[src/rtl/ram_march_tester.sv]
// Two-pass march tester for a synchronous single-port RAM.
// Writes an address-seeded pattern, reads it back and records the first failure.
module ram_march_tester #(
  parameter int ADDR_W = 6,
  parameter int DATA_W = 8,
  parameter logic [DATA_W-1:0] SEED = 8'hA5,
  parameter int ERR_W = 8
) (
  input  logic              i_clk,
  input  logic              i_reset,
  input  logic              i_start,
  input  logic              i_abort,
  output logic              o_ram_ce,
  output logic              o_ram_wr,
  output logic [ADDR_W-1:0] o_ram_addr,
  output logic [DATA_W-1:0] o_ram_wdata,
  input  logic [DATA_W-1:0] i_ram_rdata,
  output logic              o_busy,
  output logic              o_done,
  output logic              o_pass,
  output logic [ERR_W-1:0]  o_err_cnt,
  output logic              o_fail_valid,
  output logic [ADDR_W-1:0] o_fail_addr,
  output logic              o_fail_pass,
  output logic [DATA_W-1:0] o_fail_data
);

  typedef enum logic [2:0] {
    S_IDLE, S_WRITE, S_READ, S_DRAIN, S_DONE
  } state_t;

  localparam logic [ADDR_W-1:0] LAST = '1;
  localparam logic [ERR_W-1:0] ERR_MAX = '1;

  state_t state_q, state_d;
  logic [ADDR_W-1:0] cnt_q, cnt_d;
  logic p_q, p_d;
  logic rv_q, rv_d;
  logic [ADDR_W-1:0] ra_q, ra_d;
  logic [ERR_W-1:0] err_q, err_d;
  logic pass_q, pass_d;
  logic fv_q, fv_d;
  logic [ADDR_W-1:0] fa_q, fa_d;
  logic fp_q, fp_d;
  logic [DATA_W-1:0] fd_q, fd_d;
  logic go, kill, mism;

  function automatic logic [DATA_W-1:0] pat(
    input logic [ADDR_W-1:0] a,
    input logic p
  );
    logic [DATA_W-1:0] v;
    v = DATA_W'(a) ^ SEED;
    return p ? ~v : v;
  endfunction

  assign go = (state_q == S_IDLE) && i_start && !i_abort;
  // DONE is excluded so the verdict of a finished test is never lost
  assign kill = i_abort && (state_q != S_IDLE) && (state_q != S_DONE);
  assign mism = rv_q && !kill && (i_ram_rdata != pat(ra_q, p_q));

  always_ff @(posedge i_clk or posedge i_reset) begin
    if (i_reset) begin
      state_q <= S_IDLE;
      cnt_q   <= '0;
      p_q     <= 1'b0;
      rv_q    <= 1'b0;
      ra_q    <= '0;
      err_q   <= '0;
      pass_q  <= 1'b0;
      fv_q    <= 1'b0;
      fa_q    <= '0;
      fp_q    <= 1'b0;
      fd_q    <= '0;
    end else begin
      state_q <= state_d;
      cnt_q   <= cnt_d;
      p_q     <= p_d;
      rv_q    <= rv_d;
      ra_q    <= ra_d;
      err_q   <= err_d;
      pass_q  <= pass_d;
      fv_q    <= fv_d;
      fa_q    <= fa_d;
      fp_q    <= fp_d;
      fd_q    <= fd_d;
    end
  end

  always_comb begin
    state_d = state_q;
    unique case (state_q)
      S_IDLE:  if (go) state_d = S_WRITE;
      S_WRITE: if (cnt_q == LAST) state_d = S_READ;
      S_READ:  if (cnt_q == LAST) state_d = S_DRAIN;
      S_DRAIN: state_d = p_q ? S_DONE : S_WRITE;
      S_DONE:  state_d = S_IDLE;
      default: state_d = S_IDLE;
    endcase
    if (kill) state_d = S_IDLE;
  end

  always_comb begin
    cnt_d  = cnt_q;
    p_d    = p_q;
    rv_d   = (state_q == S_READ) && !kill;
    ra_d   = cnt_q;
    err_d  = err_q;
    pass_d = pass_q;
    fv_d   = fv_q;
    fa_d   = fa_q;
    fp_d   = fp_q;
    fd_d   = fd_q;
    if (mism) begin
      if (err_q != ERR_MAX) err_d = err_q + 1'b1;
      if (!fv_q) begin
        fv_d = 1'b1;
        fa_d = ra_q;
        fp_d = p_q;
        fd_d = i_ram_rdata;
      end
    end
    unique case (state_q)
      S_IDLE: if (go) begin
        cnt_d  = '0;
        p_d    = 1'b0;
        err_d  = '0;
        pass_d = 1'b0;
        fv_d   = 1'b0;
        fa_d   = '0;
        fp_d   = 1'b0;
        fd_d   = '0;
      end
      S_WRITE, S_READ: cnt_d = cnt_q + 1'b1;
      S_DRAIN: begin
        cnt_d = '0;
        p_d   = 1'b1;
      end
      S_DONE: pass_d = (err_q == '0);
      default: ;
    endcase
    if (kill) begin
      cnt_d  = '0;
      pass_d = 1'b0;
    end
  end

  always_comb begin
    o_ram_ce     = (state_q == S_WRITE) || (state_q == S_READ);
    o_ram_wr     = (state_q == S_WRITE);
    o_ram_addr   = o_ram_ce ? cnt_q : '0;
    o_ram_wdata  = o_ram_wr ? pat(cnt_q, p_q) : '0;
    o_busy       = (state_q != S_IDLE);
    o_done       = (state_q == S_DONE);
    o_pass       = o_done ? (err_q == '0) : pass_q;
    o_err_cnt    = err_q;
    o_fail_valid = fv_q;
    o_fail_addr  = fa_q;
    o_fail_pass  = fp_q;
    o_fail_data  = fd_q;
  end

endmodule

[config.mk]
export PLATFORM = sky130hd
export DESIGN_NAME = ram_march_tester
export DESIGN_NICKNAME = d
export VERILOG_FILES = /design/src/rtl/ram_march_tester.sv
export SDC_FILE = /design/constraint.sdc
export NUM_CORES = 1
export LEC_CHECK = 0
export CAP_MARGIN = 20
export CORE_MARGIN = 8
export CORE_UTILIZATION = 51
export CTS_BUF_LIST = sky130_fd_sc_hd__clkbuf_8
export CTS_CLUSTER_DIAMETER = 80
export DETAILED_ROUTE_END_ITERATION = 8
export PLACE_DENSITY = 0.79
export SYNTH_ARGS = -nofsm -noshare
export SYNTH_HDL_FRONTEND = slang
export SYNTH_SLANG_ARGS = --single-unit
[constraint.sdc]
create_clock -name i_clk -period 2.1 [get_ports i_clk]
set_input_delay 0.21 -clock i_clk [delete_from_list [all_inputs] [get_ports i_clk]]
set_output_delay 0.21 -clock i_clk [all_outputs]
set_load 0.005 [all_outputs]
Word level (Yosys, flattened, before mapping)
Index checks and enable logic that the tools add are counted.
W data, S select, Z words.
{ "word_totals": {"output_inout_bits": 43, "ff_bits": 42, "in_bits": 12} }
{ "op_classes": {"eq_ne": 12, "n_addsub": 2, "mux": 37, "n_reduce_logical": 21, "bitwise": 4} }
{ "op_table": {"columns": ["op", "n"], "rows": [
  ["$mux W8", 11],
  ["$mux W6", 7],
  ["$pmux W6 S3", 1],
  ["$not A8 Y8", 2],
  ["$mux W3", 5],
  ["$pmux W3 S4", 1],
  ["$mux W1", 10],
  ["$ne A3 B3 Y1 const B", 3],
  ["$add A8 B1 Y8 const B", 1],
  ["$logic_not A8 Y1", 1],
  ["$ne A8 B8 Y1", 1],
  ["$ne A8 B8 Y1 const B", 1],
  ["$not A3 Y4", 2],
  ["$logic_and A1 B1 Y1", 7],
  ["$add A6 B1 Y6 const B", 1],
  ["$eq A3 B2 Y1 const B", 2],
  ["$eq A6 B6 Y1 const B", 1],
  ["$reduce_and A2 Y1", 3],
  ["$reduce_bool A3 Y1", 2],
  ["$pmux W1 S2", 2],
  ["$reduce_bool A4 Y1", 1],
  ["$eq A3 B1 Y1 const B", 1],
  ["$eq A3 B3 Y1 const B", 1],
  ["$logic_not A3 Y1", 1],
  ["7 further kinds", 8]
]} }

Longest topological paths before layout
Gate-level depths: netlist (run 1).
{ "depth": {"word_depth": 9, "mapped_depth": 8, "depth_no_buf": 6} }

Least setup slack after synthesis (run 1)
Ideal clock, no wire load.
{ "synth_path": {"path_type": "register to register", "start": "reg state_q[0]", "end": "reg err_q[2] (netlist: o_err_cnt[2])", "arrival_ns": 1.676, "stages_incl_launch_ff": 9, "slack_ns": 0.285, "synth_period_minus_slack_ns": 1.815, "path_cell_list": "dfrtp_1 buf_6 o21ai_2 o311ai_0 o22a_1 o21a_4 buf_6 o311ai_0 o41ai_1"} }
{ "synth_via": {"elab_chain_cells": 9, "elab_cells_between_ends": 13, "cone_classes": "eq/ne: 1; mux: 3; reduce/logical: 9"} }
{ "synth_lines": {"columns": ["item", "line", "rtl"], "rows": [
  ["from (decl)", "35", "state_t state_q, state_d;"],
  ["from (signal assigned)", "76", "state_q <= state_d;"],
  ["$reduce_bool A3 Y1", "59", "assign kill = i_abort && (state_q != S_IDLE) && (state_q != S_DONE);"],
  ["$logic_and A1 B1 Y1 (2 in series)", "59", null],
  ["$logic_not A1 Y1", "60", "assign mism = rv_q && !kill && (i_ram_rdata != pat(ra_q, p_q));"],
  ["$logic_and A1 B1 Y1 (2 in series)", "60", null],
  ["$mux W8", "114", "if (mism) begin"],
  ["$mux W8", "124", "S_IDLE: if (go) begin"],
  ["$mux W8 (*)", "123", "unique case (state_q)"],
  ["named net err_d[2]", "40", "logic [ERR_W-1:0] err_q, err_d;"],
  ["to (signal assigned)", "81", "err_q <= err_d;"],
  ["to (decl)", "40", null]
]} }
The timed path passes the listed nets; every way through them passes the cells marked *.
A chain may end at the register's enable or synchronous reset.

Final worst setup path (run 1)
{ "layout_path": {"start": "reg state_q[0]", "end": "out o_ram_ce"} }
{ "layout_via": {"elab_chain_cells": 2, "elab_cells_between_ends": 3, "cone_classes": "eq/ne: 2; reduce/logical: 1"} }
{ "layout_lines": {"columns": ["item", "line", "rtl"], "rows": [
  ["$eq A3 B1 Y1 / $eq A3 B2 Y1 (equally long branches)", "149", "o_ram_ce = (state_q == S_WRITE) || (state_q == S_READ);"],
  ["$logic_or A1 B1 Y1 (*)", "149", null],
  ["to (decl)", "13", "output logic o_ram_ce,"]
]} }
Every way passes the cells marked *; elsewhere a longest branch is shown, timed or not.

==> impl.org, run 1 <==
** Outcome
- Run status :: finished clean

** Die
- Floorplan die width :: 83.4 µm
- Core Footprint :: 4350 µm²
- Boundary pin count :: 55
- The die is 83.4 µm tall.
- Die Footprint :: 6950 µm²
- After floorplanning, the core was divided into 24 placement rows.
- Initial Utilization :: 53.2%

** Logic synthesis
- Total number of yosys warnings :: 0
- The average instance in the mapped netlist occupies 9.41 µm².
- Number of flops mapped to enable cells by yosys :: 0
- Syn Inst Count :: 246
- Net count of the mapped netlist :: 261
- Synth cell types :: 49
- Counting flops and latches in the post-synthesis netlist gives 42.
- The synthesized netlist occupies a cell area of 2310 µm².
- Sequential share of the synthesized area :: 45.4%
- Main flop type after synthesis :: sky130_fd_sc_hd__dfrtp_1
- Proportion of register bits with asynchronous set or reset after synthesis :: 100%

** GRT
- Global routing used 16.0% of the available tracks across all layers.
- For this run the aggregate overflow at the end of global routing stands at 0.
- Largest net degree at the start of global routing :: 43
- Wire length of the first global-routing pass :: 9.41 mm
- The initial antenna violation count is 0.
- Number of global-route vias before repair :: 1993

** Cells and area
- Most frequent standard cell in the layout excluding fill and tap cells :: sky130_fd_sc_hd__clkdlybuf4s50_1
- For this run, the post-layout net count is 332.
- Antenna Diode Count :: 0
- The area growth from synthesis to layout is 35.0%.
- In the layout the commonest cells are sky130_fd_sc_hd__clkdlybuf4s50_1, sky130_fd_sc_hd__dfrtp_1, sky130_fd_sc_hd__nand2_1, sky130_fd_sc_hd__nor2_1, sky130_fd_sc_hd__buf_4.
- Once layout is done, the placed cells without fillers occupy 3120 µm².
- Once layout is complete, the utilization of the core stands at 71.8%.
- Proportion of layout cells with a drive suffix above 1 :: 13.8%

** Setup path
- The worst register-to-register path ends at o_err_cnt[5].
- Largest delay share family, worst path :: buffers and inverters
- STA classifies the critical path startpoint as a flop.
- Maximum cell stage delay along the critical path :: 0.49 ns
- Most common cell type on the critical path :: sky130_fd_sc_hd__buf_4
- At the worst endpoint, the required time is 1.89 ns.
- Among all stages on the critical path, the largest delay is contributed by sky130_fd_sc_hd__clkdlybuf4s50_1.
- Endpoint type of the worst setup path :: output port
- Crit Path Max Fanout :: 6
- Data arrival time of the worst path :: 1.87 ns
- Startpoint of the lowest-slack register-to-register path :: state_q[0]
- Setup slack of the worst register-to-register path :: 0.11 ns
- The signal on the critical path passes through buf_4, nand2b_1, a21oi_1, buf_4, buf_4, clkdlybuf4s50_1.
- The worst register-to-register path has a depth of 8.
- Critical path type :: flop to output port
- The number of buffers and inverters on the critical path is 4.

** Run
- Count of max-cap constraint violations :: 0

** Timing
- Fin crit share :: 99.0%
- Subtracting the final worst setup slack from the clock period gives 2.08 ns.
- Final Hold Slack :: 0.337 ns
- Based on the critical path, the design can be clocked at up to 481 MHz.
- The final count of pins violating max slew is 0.
- Transition time at the pin with the least slew margin :: 0.529 ns
- Final sum of negative setup slack :: 0 ns
- Setup repair after global routing could not meet its margin everywhere.
- Setup violations, final :: 0
- Across the routed clock network, the largest skew measured is 0.00303 ns.
- Count of endpoints failing hold in the final timing report :: 0
- In this run the tightest slew margin relative to its limit is 64.7%.

** Routing
- After detailed routing, the average wire length per cell comes to 15.3 µm.
- The count of nets left with antenna violations once routing finished came out at 0.
- Via count of the routed design :: 2011
- The detailed router finished its first iteration with 137 violations.
- Number of remaining DRC errors :: 0
- 1st-pass router iterations :: 4
- Post-DR vias/cell :: 5.44
- Summed over all layers, the routed wires come to 5.65 mm.

** Power and ir drop
- In this run, the combinational gates consume 12.2% of the power.
- Switch share :: 24.6%
- The completed layout was analyzed and its total power is 1.56 mW.
- Dividing total power by cell area gives a power density of 499 nW/µm².
- Static Leakage :: 1.39 nW
- Int Pwr :: 1.17 mW
- The share of total power dissipated in sequential elements is 53.7%.
- The share of total power dissipated in the clock network is 34.1%.
- The worst-case IR drop observed on VDD is 0.000300 V.
- Summed over all nets, the switching power comes to 0.384 mW.

** Clock tree
- The cell sitting at the root of the clock tree is a sky130_fd_sc_hd__clkbuf_8.
- CTS Buf Count :: 5
- TritonCTS built the clock tree.
- In this run the deepest clock path goes through 2 buffers.
- Clock latency reported for the late side of the worst-skew pair :: 0.29 ns
- The number of hold buffers added after CTS was 0.
- The clock tree synthesis step divided the H-tree into 2 levels.
- After clock tree synthesis, the clock-pin slew on the worst setup and hold paths is 0.07 ns.
- Counting every sink on the clock net gives 42.

** Worst hold path
- In this run the worst hold path is classified as primary input to asynchronous set/reset pin.

** Placed design
- The congestion estimate from routability-driven global placement came to 0.870.
- Final HPWL from detailed placement :: 4.12 mm
- After detailed placement, the total cell area comes to 2950 µm².
- Port Buffer Count :: 54
## Yosys cell counts (2+ instances only)
library cell,n,area [µm²]
sky130_fd_sc_hd__a211oi_1,2,15.0
sky130_fd_sc_hd__a21oi_1,9,45.0
sky130_fd_sc_hd__and2_1,7,43.8
sky130_fd_sc_hd__and3_1,2,12.5
sky130_fd_sc_hd__buf_6,2,22.5
sky130_fd_sc_hd__clkbuf_1,7,26.3
sky130_fd_sc_hd__dfrtp_1,42,1050
sky130_fd_sc_hd__ha_1,3,37.5
sky130_fd_sc_hd__inv_1,12,45.0
sky130_fd_sc_hd__mux2i_1,15,150
sky130_fd_sc_hd__nand2_1,39,146
sky130_fd_sc_hd__nand2b_1,5,31.3
sky130_fd_sc_hd__nand3_1,6,30.0
sky130_fd_sc_hd__nand4_1,4,25.0
sky130_fd_sc_hd__nor2_1,22,82.6
sky130_fd_sc_hd__nor2b_1,3,18.8
sky130_fd_sc_hd__nor3_1,8,40.0
sky130_fd_sc_hd__o21ai_0,9,45.0
sky130_fd_sc_hd__o21ai_2,2,17.5
sky130_fd_sc_hd__o311ai_0,2,17.5
sky130_fd_sc_hd__or2_2,2,12.5
sky130_fd_sc_hd__or3_1,4,25.0
sky130_fd_sc_hd__xnor2_1,6,52.6
sky130_fd_sc_hd__xor2_1,8,70.1
## area by class of cell
class	instances	area [µm²]
fill	349	1230
timing repair buffer	75	709
sequential	42	1050
multi-input combinational	181	1160
clock buffer	6	82.6
tap	52	65.1
clock inverter	2	8.76
inverter	12	45.0
## worst max-delay path by stage
stage | start | to | slack (ns) | cells past startpoint
floorplan | state_q[0] | o_err_cnt[2] | 0.28 | 8
CTS | state_q[0] | o_ram_ce | 0.0007 | 6
global route | state_q[0] | o_ram_ce | -0.06 | 6
finish | state_q[0] | o_ram_ce | 0.02 | 6
global placement | i_ram_rdata[5] | o_fail_data[3] | -0.13 | 7
detailed placement | i_ram_rdata[5] | o_fail_addr[5] | -0.20 | 7
## worst reg2reg max path, delay by kind of cell (launching register included)
| family | cells | cell delay, ns |
|---|---|---|
| simple gates | 1 | 0.22 |
| compound gates | 5 | 1.01 |
| buf+inv | 2 | 0.29 |
| flops | 1 | 0.38 |
## kinds of logic after synthesis
group                      after synthesis  share of synthesized area, %
DFF                                     42                          45.4
xor gates and xnor gates                14                          5.30
and+or+nand+nor                        109                          23.4
muxes                                   16                          6.97
adders and majority gates                3                          1.62
buffers and inverters                   23                          5.03
AOI/OAI and AO/OA                       39                          12.3
## power by group through the flow
stage               Clock (mW)  Sequential, mW  Combinational [mW]
floorplan                    0           0.848              0.0979
global placement             0           0.853               0.180
detailed placement           0           0.854               0.184
CTS                      0.545           0.837               0.190
global route             0.577           0.839               0.212
finish                   0.531           0.837               0.191
## metrics by stage
stage / instances / setup slack, ns
CTS: 364 / 0.000681
detailed placement: 354 / -0.196
finish: 370 / 0.0204
global placement: 354 / -0.135
floorplan: 246 / 0.285
global route: 370 / -0.0614
## routing by layer
layer  wire [µm]  part of all wire (%)  vias to the layer above  global-route usage [%]
met5           0                     0                        -                       0
met4          78                   1.4                        0                    5.91
met3         330                   5.8                        8                    5.08
met2        2670                    47                       49                    25.5
met1        2580                    46                      959                    19.6
li1            -                     -                      995                       -
## flip-flops by register name, summed over array words and instances (netlist names)
signal        cells
o_err_cnt         8
o_fail_valid      1
o_fail_data       8
pass_q            1
state_q           3
o_fail_pass       1
ra_q              6
p_q               1
o_fail_addr       6
rv_q              1
cnt_q             6
## timing repair
item / 4_1_cts / 5_1_grt
setup buffers: 2 / 6
pin swaps: 1 / 1
endpoints found under the setup margin: 16 / 23
endpoints found under the hold margin: 0 / 0
resized for setup: 11 / 4
Power figures use the tool's default switching activity.
==> inputs of run 2 (changes only) <==
CORE_ASPECT_RATIO = 0.7   (was unset)
==> impl.org, run 2 (synthesis gave the netlist of run 1 again) <==
** Power and ir drop
- Combinational Power Share :: 12.3% (was 12.2%)
- The post-route total power was 1.57 mW (was 1.56 mW).
- The net switching power came to 0.392 mW (was 0.384 mW).
- The leakage power was 1.50 nW (was 1.39 nW).
- Switch share :: 25.0% (was 24.6%)
- The share of power burned in the clock network was 34.2% (was 34.1%).
- Power density normalized to cell area :: 491 nW/µm² (was 499 nW/µm²)
- Int Pwr :: 1.18 mW (was 1.17 mW)
- Portion of total power attributed to sequential cells :: 53.5% (was 53.7%)
- VDD IR-drop max :: 0.000322 V (was 0.000300 V)

** Cells and area
- Post-Route Utilization :: 73.4% (was 71.8%)
- FF+latch area :: 1050 µm² (about the same)
- The cell area after layout is 3200 µm² (was 3120 µm²).
- The antenna diode count came to 0 (unchanged).
- Filler cell count in the final layout :: 333 (was 349)
- Most frequent standard cell in the layout excluding fill and tap cells :: sky130_fd_sc_hd__clkdlybuf4s50_1 (unchanged)
- The fraction of layout instances using a drive strength above 1 came to 15.9% (was 13.8%).
- Final Net Count :: 335 (was 332)
- Commonest cells after routing, fill and taps aside: sky130_fd_sc_hd__clkdlybuf4s50_1, sky130_fd_sc_hd__dfrtp_1, sky130_fd_sc_hd__nand2_1, sky130_fd_sc_hd__buf_4, sky130_fd_sc_hd__nor2_1 (was sky130_fd_sc_hd__clkdlybuf4s50_1, sky130_fd_sc_hd__dfrtp_1, sky130_fd_sc_hd__nand2_1, sky130_fd_sc_hd__nor2_1, sky130_fd_sc_hd__buf_4).
- The layout overhead on the synthesized area was 38.1% (was 35.0%).
- Combined area of the multi-input logic cells :: 1180 µm² (was 1160 µm²)

** Setup path
- The count of buffer and inverter cells on the critical path came to 3 (was 4).
- Largest delay share family, worst path :: buffers and inverters (unchanged)
- Crit Path Max Fanout :: 6 (unchanged)
- Endpoint type of the worst setup path :: output port (unchanged)
- The delay of the slowest cell on the worst path was 0.50 ns (was 0.49 ns).
- Data required time at the worst endpoint :: 1.89 ns (about the same)
- The worst-path cell with the longest stage delay is sky130_fd_sc_hd__clkdlybuf4s50_1 (unchanged).
- The startpoint type of the worst setup path is a flop (unchanged).
- Data arrival time of the worst path :: 1.85 ns (was 1.87 ns)
- The most prevalent standard cell on the critical path was sky130_fd_sc_hd__buf_4 (unchanged).
- Critical path type :: flop to output port (unchanged)
- Critical path cell sequence: buf_4, buf_4, nor2_4, and2_4, clkdlybuf4s50_1 (was buf_4, nand2b_1, a21oi_1, buf_4, buf_4, clkdlybuf4s50_1).

** Run
- Count of max-cap constraint violations :: 0 (unchanged)

** Routing
- The post-detailed-routing wire length was 5.89 mm (was 5.65 mm).
- The detail-routed via count per cell is 5.26 (was 5.44).
- Initial drt markers :: 109 (was 137)
- The DRC violations left was 0 (unchanged).
- The post-detailed-route wirelength per cell was 15.7 µm (was 15.3 µm).
- Number of nets with antenna violations after routing :: 0 (unchanged)
- 1st-pass router iterations :: 4 (unchanged)
- The via total after detailed routing came to 1979 (was 2011).

** Placed design
- The detailed-placement wirelength estimate was 4.10 mm (was 4.12 mm).
- Final weighted congestion in routability-driven placement :: 0.858 (was 0.870)
- The placed standard-cell area was 2960 µm² (was 2950 µm²).
- The number of buffers inserted by port buffering came to 54 (unchanged).

** GRT
- The largest net degree at the start of global routing was 43 (unchanged).
- The initial antenna violation count came to 0 (unchanged).
- The wire length of the first global-routing pass is 9.56 mm (was 9.41 mm).
- Number of global-route vias before repair :: 1908 (was 1993)
- Remaining global-route overflow :: 0 (unchanged)
- Total routing resource utilization after global routing :: 17.4% (was 16.0%)

** Timing
- Min Tclk post-route :: 2.06 ns (was 2.08 ns)
- The final number of setup-violating endpoints was 0 (unchanged).
- Fmax :: 485 MHz (was 481 MHz)
- RSZ-0062 raised after global routing: true (unchanged).
- Count of endpoints failing hold in the final timing report :: 0 (unchanged)
- Fin crit share :: 98.3% (was 99.0%)
- The relative slew slack came to 64.3% (was 64.7%).
- The final total negative setup slack came to 0 ns (unchanged).
- Final Slew Violations :: 0 (unchanged)
- The slew at the pin closest to its max-slew limit is 0.535 ns (was 0.529 ns).
- Clock Skew :: 0.00460 ns (was 0.00303 ns)

** Die
- The die extent in y is 72.4 µm (was 83.4 µm).
- The die width is 96.5 µm (was 83.4 µm).
- The initial core utilization is 53.2% (unchanged).
- The top-level port count came to 55 (unchanged).
- The placement row count is 20 (was 24).
- Die Footprint :: 6980 µm² (was 6950 µm²)
- Core Footprint :: 4350 µm² (unchanged)

** Clock tree
- The count of clock tree sinks was 42 (unchanged).
- Maximum count of clock buffers along a single path :: 2 (unchanged)
- TritonCTS clock tree :: built (unchanged)
- Clk Tree Root Cell :: sky130_fd_sc_hd__clkbuf_8 (unchanged)
- The clock latency reported for the late side of the worst-skew pair came to 0.29 ns (about the same).
- The number of clock buffers inserted by TritonCTS is 5 (unchanged).
- Clock transition at the registers of the reported paths :: 0.08 ns (was 0.07 ns)
- Count of H-tree levels built during CTS :: 2 (unchanged)

** Worst hold path
- The worst min-delay path category is primary input to asynchronous set/reset pin (unchanged).

** Outcome
- Run status :: finished clean (unchanged)
[run 2: cell types whose count changed in the layout (fill, tap and decap cells not counted), sizes merged]
cell,change
dlygate4sd2,-5
clkdlybuf4s50,-1
buf,+3
dlymetal6s2s,+6
[run 2: what timing repair did]
item	4_1_cts	5_1_grt
pin swaps	0	1
setup buffers	2	8
cloned	0	0
hold buffers	0	0
gates resized for setup	7	14
setup endpoints to repair	16	28
[run 2: final timing paths]
| check | cells after the start | to | slack, ns | startpoint |
|---|---|---|---|---|
| max in group asynchronous | 3 | state_q[1] | 1.36 | i_reset |
| min | 3 | state_q[0] | 0.34 | i_reset |
| max | 5 | o_done | 0.04 | state_q[1] |
| max reg2reg | 7 | o_fail_addr[3] | 0.12 | state_q[1] |
| min in group i_clk | 2 | pass_q | 0.51 | pass_q |
| min reg2reg | 2 | pass_q | 0.51 | pass_q |
[run 2: layout make-up]
cell class                      count  share of cell area [%]
Clock buffer                        6                    2.58
Tap cell                           55                    2.15
Sequential cell                    42                    33.0
Timing Repair Buffer               78                    23.6
Clock inverter                      2                   0.274
Inverter                           12                    1.41
Multi-Input combinational cell    181                    37.0
[run 2: worst min-delay path, cell delays in order]
cell,delay [ns]
sky130_fd_sc_hd__clkdlybuf4s50_1,0.39
sky130_fd_sc_hd__inv_1,0.05
sky130_fd_sc_hd__buf_4,0.44
[run 2: per-stage QoR]
step | worst slack (ns) | hold WS [ns] | cells
after detailed placement | -0.180 | 0.493 | 358
after global placement | -0.124 | 0.480 | 358
after CTS | 0.00581 | 0.369 | 368
after floorplan | 0.285 | 0.347 | 246
final | 0.0363 | 0.341 | 376
after global routing | -0.00742 | 0.451 | 376
[run 2: power by group through the flow]
stage | clock network [mW] | logic (mW) | registers [mW]
2_1_floorplan | 0 | 0.0979 | 0.848
3_3_place_gp | 0 | 0.173 | 0.856
3_5_place_dp | 0 | 0.176 | 0.856
4_1_cts | 0.544 | 0.184 | 0.839
5_1_grt | 0.576 | 0.212 | 0.841
6_report | 0.536 | 0.192 | 0.840
[run 2: routing by layer]
layer  vias to the layer above  share of wire (%)  GRT usage [%]  routed length, µm
met5                         -                  0              0                  0
li1                        991                  -              -                  -
met3                         5                6.2           4.54                363
met1                       940                 49           24.6               2900
met2                        43                 44           25.1               2590
met4                         0               0.70           5.02                 41
